### src/rtl/bitserial_pe_ctrl.sv
// Bit-serial sequencer: streams activation/weight bit-planes into a 1-bit PE and
// shift-accumulates the returned partial sums into a signed dot-product result.
module bitserial_pe_ctrl #(
  parameter int unsigned LANES    = 16,
  parameter int unsigned MAX_BITS = 8,
  parameter int unsigned PSUM_W   = 6,
  parameter int unsigned ACC_W    = 22
) (
  input  logic                      CLK,
  input  logic                      RST,
  input  logic                      i_Valid,
  output logic                      o_Ready,
  input  logic [LANES*MAX_BITS-1:0] i_Act,
  input  logic [LANES*MAX_BITS-1:0] i_Weight,
  input  logic [3:0]                i_ActBits,
  input  logic [3:0]                i_WBits,
  input  logic                      i_ActSigned,
  input  logic                      i_WSigned,
  output logic [LANES-1:0]          o_PE_Act,
  output logic [LANES-1:0]          o_PE_Weight,
  output logic                      o_SignI,
  output logic                      o_SignW,
  input  logic [PSUM_W-1:0]         i_PE_PSUM,
  output logic [ACC_W-1:0]          o_Result,
  output logic                      o_Valid,
  input  logic                      i_ResultReady
);

  localparam int unsigned CNT_W = (MAX_BITS > 1) ? $clog2(MAX_BITS) : 1;
  localparam int unsigned SH_W  = CNT_W + 1;
  localparam logic [3:0]  MAX_BITS_4 = 4'(MAX_BITS);

  typedef enum logic [1:0] {
    S_IDLE  = 2'd0,
    S_RUN   = 2'd1,
    S_DRAIN = 2'd2,
    S_DONE  = 2'd3
  } state_t;

  state_t r_state;
  state_t w_state_next;

  logic [LANES*MAX_BITS-1:0] r_act;
  logic [LANES*MAX_BITS-1:0] r_wgt;
  logic [CNT_W-1:0]          r_alast;
  logic [CNT_W-1:0]          r_wlast;
  logic                      r_asigned;
  logic                      r_wsigned;
  logic [CNT_W-1:0]          r_i;
  logic [CNT_W-1:0]          r_j;
  logic [SH_W-1:0]           r_shift_d;
  logic                      r_pe_vld;
  logic [ACC_W-1:0]          r_acc;
  logic [ACC_W-1:0]          r_result;

  logic [3:0]       w_ab;
  logic [3:0]       w_wb;
  logic             w_last_i;
  logic             w_last_pair;
  logic [ACC_W-1:0] w_psum_ext;
  logic [ACC_W-1:0] w_term;
  logic [ACC_W-1:0] w_acc_next;
  logic [LANES-1:0] w_act_plane;
  logic [LANES-1:0] w_wgt_plane;

  // Precision clamp to 1..MAX_BITS
  always_comb begin
    w_ab = i_ActBits;
    w_wb = i_WBits;
    if (i_ActBits == 4'd0)            w_ab = 4'd1;
    else if (i_ActBits > MAX_BITS_4)  w_ab = MAX_BITS_4;
    if (i_WBits == 4'd0)              w_wb = 4'd1;
    else if (i_WBits > MAX_BITS_4)    w_wb = MAX_BITS_4;
  end

  assign w_last_i    = (r_i == r_alast);
  assign w_last_pair = w_last_i && (r_j == r_wlast);

  // PSUM lags its planes by one cycle, so the shift it uses is the delayed one
  assign w_psum_ext = {{(ACC_W-PSUM_W){i_PE_PSUM[PSUM_W-1]}}, i_PE_PSUM};
  assign w_term     = w_psum_ext << r_shift_d;
  assign w_acc_next = r_acc + (r_pe_vld ? w_term : '0);

  for (genvar g = 0; g < LANES; g++) begin : g_lane
    logic [MAX_BITS-1:0] w_a_lane;
    logic [MAX_BITS-1:0] w_w_lane;
    assign w_a_lane       = r_act[g*MAX_BITS +: MAX_BITS];
    assign w_w_lane       = r_wgt[g*MAX_BITS +: MAX_BITS];
    assign w_act_plane[g] = w_a_lane[r_i];
    assign w_wgt_plane[g] = w_w_lane[r_j];
  end

  // State register
  always_ff @(posedge CLK) begin
    if (RST) r_state <= S_IDLE;
    else     r_state <= w_state_next;
  end

  // Next-state logic
  always_comb begin
    w_state_next = r_state;
    case (r_state)
      S_IDLE:  if (i_Valid)       w_state_next = S_RUN;
      S_RUN:   if (w_last_pair)   w_state_next = S_DRAIN;
      S_DRAIN:                    w_state_next = S_DONE;
      S_DONE:  if (i_ResultReady) w_state_next = S_IDLE;
      default:                    w_state_next = S_IDLE;
    endcase
  end

  // Outputs: PE sees zero planes and signs outside RUN
  always_comb begin
    o_Ready     = 1'b0;
    o_Valid     = 1'b0;
    o_PE_Act    = '0;
    o_PE_Weight = '0;
    o_SignI     = 1'b0;
    o_SignW     = 1'b0;
    case (r_state)
      S_IDLE: o_Ready = 1'b1;
      S_RUN: begin
        o_PE_Act    = w_act_plane;
        o_PE_Weight = w_wgt_plane;
        o_SignI     = r_asigned && w_last_i;
        o_SignW     = r_wsigned && (r_j == r_wlast);
      end
      S_DONE:  o_Valid = 1'b1;
      default: ;
    endcase
  end

  assign o_Result = r_result;

  // Operand capture, plane counters and shift-accumulate
  always_ff @(posedge CLK) begin
    if (RST) begin
      r_act     <= '0;
      r_wgt     <= '0;
      r_alast   <= '0;
      r_wlast   <= '0;
      r_asigned <= 1'b0;
      r_wsigned <= 1'b0;
      r_i       <= '0;
      r_j       <= '0;
      r_shift_d <= '0;
      r_pe_vld  <= 1'b0;
      r_acc     <= '0;
      r_result  <= '0;
    end else begin
      r_pe_vld  <= (r_state == S_RUN);
      r_shift_d <= SH_W'(r_i) + SH_W'(r_j);
      case (r_state)
        S_IDLE: begin
          if (i_Valid) begin
            r_act     <= i_Act;
            r_wgt     <= i_Weight;
            r_alast   <= CNT_W'(w_ab - 4'd1);
            r_wlast   <= CNT_W'(w_wb - 4'd1);
            r_asigned <= i_ActSigned;
            r_wsigned <= i_WSigned;
            r_i       <= '0;
            r_j       <= '0;
            r_acc     <= '0;
          end
        end
        S_RUN: begin
          r_acc <= w_acc_next;
          if (w_last_i) begin
            r_i <= '0;
            r_j <= r_j + CNT_W'(1);
          end else begin
            r_i <= r_i + CNT_W'(1);
          end
        end
        S_DRAIN: begin
          r_acc    <= w_acc_next;
          r_result <= w_acc_next;
        end
        default: ;
      endcase
    end
  end

endmodule

### config.mk
export PLATFORM = sky130hd
export DESIGN_NAME = bitserial_pe_ctrl
export DESIGN_NICKNAME = d
export VERILOG_FILES = /design/src/rtl/bitserial_pe_ctrl.sv
export SDC_FILE = /design/constraint.sdc
export NUM_CORES = 1
export LEC_CHECK = 0
export CAP_MARGIN = 20
export CELL_PAD_IN_SITES_DETAIL_PLACEMENT = 1
export CELL_PAD_IN_SITES_GLOBAL_PLACEMENT = 1
export CORE_AREA = 2 2 185 260
export CTS_BUF_LIST = sky130_fd_sc_hd__clkbuf_4 sky130_fd_sc_hd__clkbuf_8
export CTS_CLUSTER_SIZE = 8
export DETAILED_ROUTE_END_ITERATION = 10
export DIE_AREA = 0 0 187 262
export GPL_TIMING_DRIVEN = 0
export HOLD_SLACK_MARGIN = 0.03
export PLACE_DENSITY = 0.71
export SETUP_SLACK_MARGIN = 0.05
export SYNTH_ARGS = -nofsm -noshare
export SYNTH_HDL_FRONTEND = slang
export SYNTH_SLANG_ARGS = --single-unit
### constraint.sdc
create_clock -name CLK -period 9.45 [get_ports CLK]
set_input_delay 1.89 -clock CLK [delete_from_list [all_inputs] [get_ports CLK]]
set_output_delay 1.89 -clock CLK [all_outputs]
set_load 0.01 [all_outputs]
# Yosys cells after proc, flatten, opt, wreduce, memory -nomap -nowiden
# Index checks and enable logic that the tools add are counted.
[op_classes] add_sub_neg=6 magnitude_cmp=4 n_eq_ne=9 n_shift=1 n_mux=86 reduce_logical=14
[ops] cell="$bmux 1 s3" n=32
[ops] cell="$mux 22" n=2
[ops] cell="$pmux 22 s2" n=1
[ops] cell="$mux 1" n=36
[ops] cell="$mux 16" n=2
[ops] cell="$add 22x22->22" n=1
[ops] cell="$shl 22x4->22" n=1
[ops] cell="$mux 3" n=7
[ops] cell="$pmux 3 s2" n=2
[ops] cell="$gt 4x4->1 const B" n=2
[ops] cell="$logic_not 4->1" n=2
[ops] cell="$lt 3x4->1 const B" n=2
[ops] cell="$ne 2x2->1 const B" n=4
[ops] cell="$pmux 2 s4" n=1
[ops] cell="$add 3x1->3 const B" n=2
[ops] cell="$eq 3x3->1" n=2
[ops] cell="$mux 2" n=3
[ops] cell="$reduce_and 2->1" n=3
[ops] cell="$reduce_and 3->1" n=2
[ops] cell="$sub 3x1->3 const B" n=2
[ops] cell="$add 3x3->4" n=1
[ops] cell="$eq 2x2->1 const B" n=2
[ops] cell="$reduce_bool 2->1" n=2
[ops] cell="$logic_and 1x1->1" n=3
[ops] cell="3 further kinds" n=3
[word_totals] ff_bits=321 input_bits=276 out_inout_bits=58 word_cells=133

# Longest topological paths before layout
[depth] ltp_word=4 depth_mapped=17 mapped_depth_nobuf=15

# Worst setup path after synthesis
# No wires, ideal clock.
[synth_path] kind="in2reg" startpoint="input i_PE_PSUM[2]" endpoint="register r_result[18], in the netlist o_Result[18]" setup_ps=62 arrival_time_ps=4490 required_ps=9388 setup_slack_ps=4898 path_stages=12 path_buffers=0 cell_sequence="mux2_2 mux2_2 mux2i_1 nor2_1 ha_1 and3_1 a221oi_2 o221a_2 o41a_4 nor2_4 or4_1 nand3_1"
[synth_between] elab_chain_cells=3
[synth_rtl] item="start: declaration" line_no="23" text="input logic [PSUM_W-1:0] i_PE_PSUM,"
[synth_rtl] item="$shl 22x4->22" line_no="81" text="assign w_term = w_psum_ext << r_shift_d;"
[synth_rtl] item="$mux 22" line_no="82" text="assign w_acc_next = r_acc + (r_pe_vld ? w_term : '0);"
[synth_rtl] item="$add 22x22->22" line_no="82"
[synth_rtl] item="end signal: assignment" line_no="177" text="r_result <= w_acc_next;"
[synth_rtl] item="end: declaration" line_no="54" text="logic [ACC_W-1:0] r_result;"
# Every way passes these cells.
# A chain may end at the register's enable or synchronous reset.

# Final worst setup path
[layout_path] startpoint="register r_i[1]" endpoint="output o_PE_Act[4]"
[layout_between] elab_chain_cells=3
[layout_rtl] item="start: declaration" line_no="49" text="logic [CNT_W-1:0] r_i;"
[layout_rtl] item="start signal: assignment" line_no="172" text="r_i <= r_i + CNT_W'(1);"
[layout_rtl] item="$bmux 1 s3" line_no="89" text="assign w_act_plane[g] = w_a_lane[r_i];"
[layout_rtl] item="$mux 1 (implied by the code)" line_no="89"
[layout_rtl] item="$mux 16" line_no="119" text="case (r_state)"
[layout_rtl] item="end: declaration" line_no="19" text="output logic [LANES-1:0] o_PE_Act,"
# Every way passes these cells. The select of a mux whose other input is x is not followed.

==> impl_results.md <==
* Status: finished, final reports clean
* Port Buf Inserts at 333
* Initial Util at 0.297
* Antenna-violating nets left at 0
* CP max-delay cell: clkbuf_1
* Vias/cell at 5.13
* Sequential Area at 6430 sq um
* Rows at 94
* First-pass detailed-route iteration total at 5
* TNS Setup at 0 ns
* Routed via count at 11760
* Kind of critical path: reg -> out
* CP arrival at approximately 3.5 ns
* Final std cells w/o fill at around 2300
* Top cell by count, worst path: clkbuf_1
* CTS sink cnt at 321
* Detail Placement HPWL at 38300 microns
* Postcts setup bufs at 0
* Gr usage total at 0.198
* Clock-pin slew on the worst setup and hold paths at ~0.060 ns
* Drt wl/cell at between 20 and 25 microns
* Cts hold-fix bufs at 0
* Post-synth top area share at 0.463
* Sequential share of the synthesized area at 0.463
* # DRC at 0
* CP Cell Sequence: clkbuf_1 -> clkbuf_1 -> mux4_2 -> mux2i_1 -> nor2b_1 -> clkdlybuf4s50_1
* P&R area growth vs syn at 37.9%
* Tmin final at 5.37 ns
* Pwr dens at 223 nW/um^2
* Post-synth EDFFs at 0
* Post_cts resized at 0
* Tcrit/Tclk final at 0.569
* Die area at 49000 sq um
* CTS Buf Count at 52
* Die Ht at 262 microns
* Mapped Nets at 1533
* H-tree depth reported by CTS at 2
* Crit. End Element: primary output
* Cells after Synth at 1223
* RSZ-0062 raised after global routing: no
* Clock Latency Late Sink at 0.58 ns
* Max cap viols at 0
* CP startpoint kind: register
* DIE WIDTH at roughly 190 microns
* Family with the most delay on the worst path: buffers and inverters
* Setup-failing EPs final at 0
* Area of the multi-input gates at 6960 sq um
* Worst path bufs/invs at 3
* Total wire length at 49900 microns
* Ys Warns at 0
* Unique masters post-synth at 61
* Max VDD drop at 0.0953 mV
* Dpl cells at 2180
* Pin count of the biggest net entering global routing at 14
* Share of cells above drive strength 1 at 0.111
* Synth async-reset ratio at 0
* Worst-margin pin slew at about 1.0 ns
* First-pass GRT wire length at 74800 microns
* Congestion Overflow GR at 0
* Leak at 7.23 nW
* GPL Wtd Cong at 0.852
* Maximum root-to-sink buffer count at 3
* Fmax at 186 MHz
* I/O pin total at 334
* Synth top area cells: dfxtp_1, a22o_1, mux4_2, mux2i_1, ha_1
* Max-slew violations at 0
* Synthesized area per cell at between 10 and 15 sq um
* Number of global-route vias before repair at 12868
* DRT iter0 DRCs at between 500 and 600
* CTS tree: done
* Nets at 1920
* Fin. Hold Viols at 0
* Initial antenna violation count at 26
* Core box area at approximately 47000 sq um
* Fill cell count at 5169
* CTS root buf: clkbuf_8
* Worst Path Required at 7.56 ns
* Clock skew at 0.0192 ns
* HP Class: reg -> reg
* Max-slew headroom at 0.306
* Ys flop type: dfxtp_1
* Synth area leader: dfxtp_1
* Worst Path Max Fanout at 10
* Crit path largest cell delay at 0.83 ns
* Synthesis-stage register bit count at approximately 320
* Cell Area, Synth at 13900 sq um
## kinds of logic (layout without fill, tap and decap cells)
family          count (synthesis)  after routing  synth area share
mux                           121            121             0.145
fa+ha+maj                      34             34            0.0318
buf+inv                       124            545            0.0347
simple gates                  206            206            0.0768
other cells                     0             23                 0
xor+xnor                       30             30            0.0200
compound gates                387            387             0.228
flops                         321            321             0.463
## where the power goes
part / leakage, nW / switching (mW) / internal (mW)
Combinational: 4.03 / 0.647 / 0.593
Clock: 0.574 / 0.562 / 0.704
Sequential: 2.63 / 0.144 / 1.61
Total: 7.23 / 1.35 / 2.91
## tightest hold or removal path: stages (launching register included)
cell,delay [ns]
dfxtp_1,0.31
nand2_1,0.05
o31ai_1,0.05
## synthesized netlist by cell type, drive strengths merged (6+ instances only)
| cell type | count |
|---|---|
| nor3 | 9 |
| a21o | 14 |
| mux4 | 64 |
| buf | 24 |
| clkbuf | 84 |
| nand3 | 8 |
| nor2b | 42 |
| a31oi | 6 |
| mux2i | 54 |
| and3 | 7 |
| o21ai | 17 |
| nor2 | 58 |
| a21oi | 33 |
| and2 | 7 |
| a22o | 265 |
| a22oi | 9 |
| inv | 16 |
| xnor2 | 19 |
| nand2 | 42 |
| nor3b | 12 |
| ha | 32 |
| xor2 | 10 |
| dfxtp | 321 |
| nand2b | 6 |
## per-layer routing
metal	GRT usage	vias to the layer above	wire length (microns)
met5	0	-	13
met4	0.110	2	1940
met3	0.0399	96	2230
met2	0.369	317	27000
met1	0.209	5866	18700
li1	-	5479	-
## through the flow
stage / power [mW] / setup WS [ns] / instance area [sq um] / util / hold slack, ns
floorplan: 2.51 / 4.90 / 13900 / - / 0.432
global placement: 2.97 / 3.87 / 18000 / 0.385 / 0.443
detailed placement: 3.03 / 3.84 / 18000 / 0.385 / 0.450
CTS: 4.32 / 4.00 / 19100 / 0.408 / 0.464
global route: 4.50 / 3.93 / 19100 / 0.409 / 0.485
finish: 4.26 / 4.08 / 19100 / 0.409 / 0.466
## cell type report
| cell class | instances | area share |
|---|---|---|
| timing repair buffer | 333 | 0.174 |
| sequential | 321 | 0.336 |
| inverter | 16 | 0.00314 |
| tap | 624 | 0.0408 |
| buffer | 108 | 0.0220 |
| clock inverter | 6 | 0.00321 |
| clock buffer | 82 | 0.0532 |
| antenna | 23 | 0.00301 |
| multi-input combinational | 778 | 0.364 |
## sequential cells by signal (all words and copies together) (netlist names), 4 cells and up
| register | count |
|---|---|
| r_wgt | 128 |
| o_Result | 22 |
| r_acc | 22 |
| r_shift_d | 4 |
| r_act | 128 |
## cell usage in the layout, fill, tap and decap left out, types with 11 or more instances in the layout
cell / netlist / routed
clkdlybuf4s50_1: 0 / 333
clkbuf_4: 0 / 18
mux2i_1: 54 / 54
nor3b_1: 12 / 12
buf_1: 13 / 13
dfxtp_1: 321 / 321
a21o_1: 14 / 14
nor2b_1: 42 / 42
nand2_1: 42 / 42
inv_1: 16 / 16
ha_1: 32 / 32
a21oi_1: 33 / 33
a22o_1: 265 / 265
o21ai_0: 16 / 16
diode_2: 0 / 23
clkbuf_8: 0 / 64
mux4_2: 64 / 64
clkbuf_1: 83 / 83
xnor2_1: 19 / 19
buf_2: 11 / 11
nor2_1: 57 / 57
## worst paths after layout
check                                            endpoint  depth (start not counted)                     from  slack (ns)
worst min-delay path               r_acc[18]$_SDFFE_PP0P_                          2   r_acc[18]$_SDFFE_PP0P_        0.47
worst max-delay path                          o_PE_Act[4]                          6      r_i[1]$_SDFFE_PP0P_        4.08
worst max register to register  o_Result[19]$_SDFFE_PP0P_                         12  r_shift_d[1]$_SDFF_PP0_        5.27
worst min register to register     r_acc[18]$_SDFFE_PP0P_                          2   r_acc[18]$_SDFFE_PP0P_        0.47
No activity file was read; power rests on OpenSTA's default activity.
